--- src/rtl/ei_axi4_rd_arbiter.sv ---
// ei_axi4_rd_arbiter: N-master to 1-slave AXI4 read-path arbiter.
// AR requests are granted round-robin; the grant index is prepended to ARID
// so R beats can be steered back by the upper RID bits. Each master has a
// bounded number of outstanding read bursts.
module ei_axi4_rd_arbiter #(
  parameter int NUM_MST  = 4,
  parameter int ID_W     = 4,
  parameter int ADDR_W   = 32,
  parameter int DATA_W   = 32,
  parameter int MAX_OUTS = 4,
  localparam int IDX_W   = (NUM_MST > 1) ? $clog2(NUM_MST) : 1
) (
  input  logic                      aclk,
  input  logic                      areset,
  input  logic [NUM_MST*ID_W-1:0]   m_arid,
  input  logic [NUM_MST*ADDR_W-1:0] m_araddr,
  input  logic [NUM_MST*8-1:0]      m_arlen,
  input  logic [NUM_MST*3-1:0]      m_arsize,
  input  logic [NUM_MST*2-1:0]      m_arburst,
  input  logic [NUM_MST-1:0]        m_arvalid,
  output logic [NUM_MST-1:0]        m_arready,
  output logic [ID_W-1:0]           m_rid,
  output logic [DATA_W-1:0]         m_rdata,
  output logic [1:0]                m_rresp,
  output logic                      m_rlast,
  output logic [NUM_MST-1:0]        m_rvalid,
  input  logic [NUM_MST-1:0]        m_rready,
  output logic [ID_W+IDX_W-1:0]     s_arid,
  output logic [ADDR_W-1:0]         s_araddr,
  output logic [7:0]                s_arlen,
  output logic [2:0]                s_arsize,
  output logic [1:0]                s_arburst,
  output logic                      s_arvalid,
  input  logic                      s_arready,
  input  logic [ID_W+IDX_W-1:0]     s_rid,
  input  logic [DATA_W-1:0]         s_rdata,
  input  logic [1:0]                s_rresp,
  input  logic                      s_rlast,
  input  logic                      s_rvalid,
  output logic                      s_rready,
  output logic                      err_bad_rid
);

  localparam int CNT_W = $clog2(MAX_OUTS + 1);
  localparam logic [CNT_W-1:0] OUTS_LIMIT = CNT_W'(MAX_OUTS);

  typedef enum logic {
    ST_IDLE,
    ST_GRANT
  } state_e;

  state_e           state_q, state_d;
  logic [IDX_W-1:0] gnt_q, gnt_d;
  logic [IDX_W-1:0] rrPtr_q, rrPtr_d;
  logic [CNT_W-1:0] outs_q [NUM_MST];
  logic [CNT_W-1:0] outs_d [NUM_MST];

  logic [NUM_MST-1:0] eligible;
  logic               pickFound;
  logic [IDX_W-1:0]   pickIdx;
  logic               arHandshake;
  logic [IDX_W-1:0]   dest;
  logic               destValid;
  logic               rLastHandshake;

  // A master may compete only while it requests and has room for another burst.
  always_comb begin
    eligible = '0;
    for (int i = 0; i < NUM_MST; i++) begin
      eligible[i] = m_arvalid[i] && (outs_q[i] < OUTS_LIMIT);
    end
  end

  // Round-robin pick: first eligible master scanning upward from the pointer.
  always_comb begin
    pickFound = 1'b0;
    pickIdx   = '0;
    for (int k = 0; k < NUM_MST; k++) begin
      if (!pickFound && eligible[(int'(rrPtr_q) + k) % NUM_MST]) begin
        pickFound = 1'b1;
        pickIdx   = IDX_W'((int'(rrPtr_q) + k) % NUM_MST);
      end
    end
  end

  // AR payload always follows the held grant; only the valid is qualified.
  assign s_arid    = {gnt_q, m_arid[int'(gnt_q)*ID_W +: ID_W]};
  assign s_araddr  = m_araddr[int'(gnt_q)*ADDR_W +: ADDR_W];
  assign s_arlen   = m_arlen[int'(gnt_q)*8 +: 8];
  assign s_arsize  = m_arsize[int'(gnt_q)*3 +: 3];
  assign s_arburst = m_arburst[int'(gnt_q)*2 +: 2];

  // Arbitration FSM: IDLE latches a winner, GRANT holds it until the AR handshake.
  always_comb begin
    state_d     = state_q;
    gnt_d       = gnt_q;
    rrPtr_d     = rrPtr_q;
    s_arvalid   = 1'b0;
    m_arready   = '0;
    arHandshake = 1'b0;
    unique case (state_q)
      ST_IDLE: begin
        if (pickFound) begin
          gnt_d   = pickIdx;
          state_d = ST_GRANT;
        end
      end
      ST_GRANT: begin
        s_arvalid        = m_arvalid[gnt_q] && !areset;
        m_arready[gnt_q] = s_arready && !areset;
        if (m_arvalid[gnt_q] && s_arready) begin
          arHandshake = 1'b1;
          rrPtr_d     = (int'(gnt_q) == NUM_MST - 1) ? '0 : gnt_q + 1'b1;
          state_d     = ST_IDLE;
        end
      end
      default: begin
        state_d = ST_IDLE;
      end
    endcase
  end

  // R steering by the RID index bits; unknown indices are sunk and flagged.
  always_comb begin
    dest      = s_rid[ID_W +: IDX_W];
    destValid = 1'b0;
    m_rvalid  = '0;
    s_rready  = 1'b1;
    for (int j = 0; j < NUM_MST; j++) begin
      if (dest == IDX_W'(j)) begin
        destValid   = 1'b1;
        m_rvalid[j] = s_rvalid;
        s_rready    = m_rready[j];
      end
    end
  end

  assign rLastHandshake = s_rvalid && s_rready && s_rlast && destValid;
  assign err_bad_rid    = s_rvalid && !destValid && !areset;
  assign m_rid          = s_rid[ID_W-1:0];
  assign m_rdata        = s_rdata;
  assign m_rresp        = s_rresp;
  assign m_rlast        = s_rlast;

  // Outstanding counters: AR accept adds, RLAST removes, both together cancel, floor at zero.
  always_comb begin
    for (int i = 0; i < NUM_MST; i++) begin
      outs_d[i] = outs_q[i];
      if (arHandshake && (gnt_q == IDX_W'(i)) &&
          !(rLastHandshake && (dest == IDX_W'(i)))) begin
        outs_d[i] = outs_q[i] + 1'b1;
      end else if (rLastHandshake && (dest == IDX_W'(i)) &&
                   !(arHandshake && (gnt_q == IDX_W'(i))) &&
                   (outs_q[i] != '0)) begin
        outs_d[i] = outs_q[i] - 1'b1;
      end
    end
  end

  // State registers with synchronous reset discarding all tracking.
  always_ff @(posedge aclk) begin
    if (areset) begin
      state_q <= ST_IDLE;
      gnt_q   <= '0;
      rrPtr_q <= '0;
      for (int i = 0; i < NUM_MST; i++) begin
        outs_q[i] <= '0;
      end
    end else begin
      state_q <= state_d;
      gnt_q   <= gnt_d;
      rrPtr_q <= rrPtr_d;
      for (int i = 0; i < NUM_MST; i++) begin
        outs_q[i] <= outs_d[i];
      end
    end
  end

endmodule

--- config.mk ---
export PLATFORM = sky130hd
export DESIGN_NAME = ei_axi4_rd_arbiter
export DESIGN_NICKNAME = d
export VERILOG_FILES = /design/src/rtl/ei_axi4_rd_arbiter.sv
export SDC_FILE = /design/constraint.sdc
export NUM_CORES = 1
export LEC_CHECK = 0
export ABC_AREA = 1
export ABC_CLOCK_PERIOD_IN_PS = 3700
export CORE_AREA = 5 5 133 135
export DETAILED_ROUTE_END_ITERATION = 8
export DIE_AREA = 0 0 138 140
export SLEW_MARGIN = 40
export SYNTH_ARGS = -nofsm -noshare
export SYNTH_HDL_FRONTEND = slang
export SYNTH_SLANG_ARGS = --single-unit
--- constraint.sdc ---
create_clock -name aclk -period 3.7 [get_ports aclk]
set_clock_uncertainty 0.1 [all_clocks]
set_input_delay 0.37 -clock aclk [delete_from_list [all_inputs] [get_ports aclk]]
set_output_delay 0.37 -clock aclk [all_outputs]
set_load 0.005 [all_outputs]
==> flow_summary.ini, run 1 <==
[sta]
min_period_ns = 2.82
report.final.slew_viol_count = 0
fmax_ghz = 0.355
setup_violations = 0
slew_headroom_pct = 57.0
finalCritPeriodShare_pct = 76.2
rsz0062_at_grt = no
setup_tns_ns = 0
setup_slack_ns = 0.880
worst_pin_slew_ns = 0.645
holdWs_ns = 0.428
hold_viol_final = 0

[clock_network]
cts_tree = yes
holdBufCountCts = 0
clock_tree.buffer_depth = 2
path_clk_slew_ns = 0.05
clk_latency_ns = 0.25
cts_resized = 0
root_buffer = clkbuf_16
cts_buffers = 3
cts_num_sinks = 17
htree_levels = 1
post_cts_buffers = 0

[run]
max_cap_violations = 0

[placement]
gp_congestion = 0.863
post-place-ws_ns = 1.06
dpl-instance-area_sq_um = 5690
hpwl_mm = 12.8
place_inst = 980
port_buffers = 272

[route]
drt-initial-drc-count = 304
drc = 0
viasPerCell = 4.47
ant_nets = 0
vias = 4398
drt_pass1_iterations = 4
wirelength_mm = 15.6
wire_per_inst_um = 15.9

[setup_path]
path_cells = clkinv_2 -> buf_4 -> nor2_1 -> o22ai_1 -> clkdlybuf4s50_1
r2r_slack_ns = 1.25
crit_family = buffers and inverters
crit_buf_inv = 3
rr_endpoint = outs_q[0][11]
cp.required_ns = 3.23
worstPathArrival_ns = 2.35
slowest_stage = clkdlybuf4s50_1
startpoint_type = flip-flop
max_stage_delay_ns = 0.58
critPathMaxFanout = 43
end_kind = primary output
critical_path_depth = 5
worstSetupStartpoint = gnt_q[0]
reg2reg_from = gnt_q[1]
reg2reg_depth = 10
endpoint = s_araddr[7]
critPathKind = reg2out

[yosys]
synthFlopType = dfxtp_1
ys_seq_elements = 17
syn_area_per_cell_sq_um = 5.56
seq_area_frac_synth_pct = 11.0
syn_area_sq_um = 3100
synth-edff-count = 0
synth.distinct_cells = 27
synth_warnings = 0
synthCells = 557
synth_nets = 814
async_flop_share_pct = 0

[global_routing]
grt_max_degree = 55
grt_remaining_overflow = 0
grt_pass1_vias = 4287
grt_pass1_wl_mm = 23.5
grt_usage_pct = 14.7
antenna_found_initial = 0

[floorplan]
die_w_um = 138
die-area_sq_um = 19300
die_y_um = 140
ios = 350
start_util_pct = 19.0
core-area_sq_um = 16300
rows = 47

[cells_and_area]
final_util_pct = 35.3
final_common_cell = clkdlybuf4s50_1
instances_no_fill = 984
antenna_cells = 0
drive_gt1_share_pct = 4.71
nNetsFinal = 1022
postLayoutCellArea_sq_um = 5770
layout_common_cells = clkdlybuf4s50_1 (272), nor2_1 (130), o21ai_0 (103), nand2_1 (56), o22ai_1 (49)
area_growth_pct = 86.2

[pwr]
leakage_nw = 2.18
totalPowerFinal_mw = 1.64
power_density_nw_per_um2 = 284
ir_drop_mv = 0.146

[status]
status = finished clean

[min_path]
hold_path.class = reg2reg
## per-layer routing
layer / global-route usage, % / wire, um / vias to the layer above
met5: 0 / 0 / -
met4: 2.34 / 176 / 0
met3: 5.73 / 1540 / 11
met2: 25.8 / 7640 / 204
met1: 17.3 / 6250 / 1925
li1: - / - / 2258
## synth_stat cells, types with 2 or more instances
| master | number | area (sq um) |
|---|---|---|
| nand3_2 | 7 | 70.1 |
| ha_1 | 4 | 50.1 |
| inv_1 | 28 | 105 |
| a21oi_1 | 17 | 85.1 |
| dfxtp_1 | 17 | 340 |
| buf_4 | 40 | 300 |
| nor2_2 | 7 | 43.8 |
| clkbuf_1 | 31 | 116 |
| nand3_1 | 34 | 170 |
| nand2_4 | 2 | 22.5 |
| buf_6 | 3 | 33.8 |
| nor2_1 | 130 | 488 |
| o21ai_0 | 103 | 515 |
| o21bai_1 | 2 | 15.0 |
| nand3b_1 | 3 | 22.5 |
| o22ai_1 | 49 | 307 |
| inv_2 | 4 | 15.0 |
| nor3_1 | 8 | 40.0 |
| fa_1 | 4 | 80.1 |
| nand2_1 | 56 | 210 |
| nand2_2 | 2 | 12.5 |
## worst min-delay path by stage
stage	startpoint	to	cells past startpoint
after CTS	outs_q[0][7]	outs_q[0][7]	2
after detailed placement	outs_q[0][7]	outs_q[0][7]	2
after floorplan	areset	gnt_q[1]	1
final	outs_q[0][7]	outs_q[0][7]	2
after global placement	outs_q[0][7]	outs_q[0][7]	2
after global routing	outs_q[0][7]	outs_q[0][7]	2
## sequential cells by signal, indices dropped and copies added, names as in the netlist
signal	flops
outs_q	12
rrPtr_q	2
state_q	1
gnt_q	2
## power by group
group	leakage (nW)	internal (mW)	switching (mW)
logic	2.00	0.644	0.557
clock network	0.0382	0.147	0.0772
registers	0.139	0.197	0.0202
total	2.18	0.988	0.654
## area by class of cell
class	count	area, sq um
fill	1823	10600
timing repair buffer	278	2770
sequential	17	345
tap	220	275
multi-input combinational	433	2180
inverter	32	121
clock buffer	4	78.8
## logic make-up (layout without fill, tap and decap cells)
kind of cell | Yosys count | count (layout) | share of synthesized area (%)
AND/OR/NAND/NOR | 251 | 251 | 35.8
AO/OA/AOI/OAI | 173 | 173 | 30.4
buffers and inverters | 107 | 314 | 18.6
flip-flops | 17 | 17 | 11.0
adder cells (fa/ha/maj) | 8 | 8 | 4.20
other | 1 | 1 | 0.121
## worst min-delay path: cells and delay by family, from the launching register on
family	cells	cell delay, ns
flip-flops	1	0.33
AO/OA/AOI/OAI	1	0.06
AND/OR/NAND/NOR	1	0.08
Power figures use the tool's default switching activity.
==> inputs of run 2 (changes only) <==
--- a/config.mk
+++ b/config.mk
@@ -6,10 +6,10 @@
 export NUM_CORES = 1
 export LEC_CHECK = 0
 export ABC_AREA = 1
-export ABC_CLOCK_PERIOD_IN_PS = 3700
-export CORE_AREA = 5 5 133 135
+export ABC_CLOCK_PERIOD_IN_PS = 2900
+export CORE_AREA = 5 5 132 134
 export DETAILED_ROUTE_END_ITERATION = 8
-export DIE_AREA = 0 0 138 140
+export DIE_AREA = 0 0 137 139
 export SLEW_MARGIN = 40
 export SYNTH_ARGS = -nofsm -noshare
 export SYNTH_HDL_FRONTEND = slang
==> constraint.sdc (replaced) <==
create_clock -name aclk -period 2.9 [get_ports aclk]
set_clock_uncertainty 0.1 [all_clocks]
set_input_delay 0.29 -clock aclk [delete_from_list [all_inputs] [get_ports aclk]]
set_output_delay 0.29 -clock aclk [all_outputs]
set_load 0.005 [all_outputs]
==> flow_summary.ini, run 2 (synthesis gave the netlist of run 1 again) <==
[status]
status = finished clean

[pwr]
totalPowerFinal_mw = 2.11
internal-power_mw = 1.28
p_clk_share_pct = 13.4
seqPwrFrac_pct = 13.2
combinationalPowerShare_pct = 73.3
switching_share_pct = 39.4
switchingPower_uw = 830
ir_drop_mv = 0.156
power_density_nw_per_um2 = 363
leakage_nw = 2.20

[clock_network]
cts_tree = yes
root_buffer = clkbuf_16
clock_tree.buffer_depth = 2
holdBufCountCts = 0
post_cts_buffers = 0
cts_buffers = 3
path_clk_slew_ns = 0.05
clk_latency_ns = 0.25
cts_resized = 0
htree_levels = 1
cts_num_sinks = 17

[floorplan]
core-area_sq_um = 16200
ios = 350
start_util_pct = 19.2
die_y_um = 139
rows = 47
die-area_sq_um = 19000
die_w_um = 137

[sta]
setup_tns_ns = 0
min_period_ns = 2.47
finalCritPeriodShare_pct = 85.1
hold_viol_final = 0
report.final.slew_viol_count = 0
fmax_ghz = 0.405
setup_violations = 0
rsz0062_at_grt = no

[setup_path]
end_kind = primary output
rr_endpoint = outs_q[0][11]
reg2reg_depth = 10
endpoint = s_araddr[6]
slowest_stage = clkdlybuf4s50_1
path_cells = inv_2 -> buf_4 -> o21ai_0 -> o22ai_1 -> clkdlybuf4s50_1
reg2reg_from = gnt_q[1]
crit_buf_inv = 3
critPathKind = reg2out
worstSetupStartpoint = gnt_q[0]
cp.required_ns = 2.51
critPathMaxFanout = 43
critical_path_depth = 5
r2r_slack_ns = 0.72
worstPathArrival_ns = 2.08
max_stage_delay_ns = 0.56
crit_family = buffers and inverters
startpoint_type = flip-flop

[cells_and_area]
reg.largest.list = outs_q x12, gnt_q x2, rrPtr_q x2
drive_gt1_share_pct = 5.08
top_register = outs_q
largest_reg_flops = 12
nNetsFinal = 1025
layout_common_cells = clkdlybuf4s50_1 (272), nor2_1 (130), o21ai_0 (103), nand2_1 (56), o22ai_1 (49)
area_growth_pct = 87.7
antenna_cells = 0
final_common_cell = clkdlybuf4s50_1

[global_routing]
antenna_found_initial = 0
grt_usage_pct = 14.8
grt_remaining_overflow = 0
grt_max_degree = 55
grt_pass1_vias = 4368
grt_pass1_wl_mm = 22.9

[route]
wire_per_inst_um = 15.2
ant_nets = 0
drc = 0
drt-initial-drc-count = 182
viasPerCell = 4.51
vias = 4455
drt_pass1_iterations = 4
wirelength_mm = 15.0

[min_path]
hold_path.class = reg2reg

[placement]
hpwl_mm = 12.3
port_buffers = 272
gp_congestion = 0.885

[run]
max_cap_violations = 0
[run 2: worst reg2reg max path: cells and delay by family (launching register included)]
family	cells	cell delay, ns
flip-flops	1	0.36
AND/OR/NAND/NOR	5	0.56
AO/OA/AOI/OAI	1	0.13
buffers and inverters	2	0.33
adder cells (fa/ha/maj)	2	0.61
[run 2: worst min-delay path by stage]
stage,start,end,slack (ns),cells past startpoint
floorplan,areset,gnt_q[1],0.26,1
CTS,outs_q[0][7],outs_q[0][7],0.45,2
global placement,outs_q[0][7],outs_q[0][7],0.43,2
global route,outs_q[0][7],outs_q[0][7],0.48,2
detailed placement,outs_q[0][7],outs_q[0][7],0.43,2
finish,outs_q[0][7],outs_q[0][7],0.44,2
[run 2: power groups by stage]
stage | registers, mW | clock network [mW] | logic [mW]
2_1_floorplan | 0.272 | 0 | 0.697
3_3_place_gp | 0.284 | 0 | 1.57
3_5_place_dp | 0.284 | 0 | 1.57
4_1_cts | 0.279 | 0.291 | 1.57
5_1_grt | 0.282 | 0.300 | 1.69
6_report | 0.279 | 0.283 | 1.55
[run 2: metal layers]
layer  GRT usage [%]  up-vias  routed length (um)
li1                -     2269                   -
met1            17.6     1981                5950
met2            25.9      195                7500
met3            5.41       10                1460
met4            2.05        0                 130
met5               0        -                   0
[run 2: through the flow]
stage	hold slack, ns	setup slack, ns	cells	util, %	area (sq um)
after floorplan	0.259	0.635	557	-	3100
after global placement	0.434	0.472	983	35.5	5740
after detailed placement	0.433	0.400	983	35.5	5740
after CTS	0.445	0.411	987	36.0	5820
after global routing	0.479	0.296	987	36.0	5820
final	0.443	0.433	987	36.0	5820
[run 2: area by class of cell]
| class | instances | area, sq um |
|---|---|---|
| clock buffers | 4 | 78.8 |
| fillers | 1758 | 10400 |
| inverters | 32 | 120 |
| multi-input cells | 433 | 2180 |
| flip-flops and latches | 17 | 345 |
| well taps | 220 | 275 |
| repair buffers | 281 | 2820 |
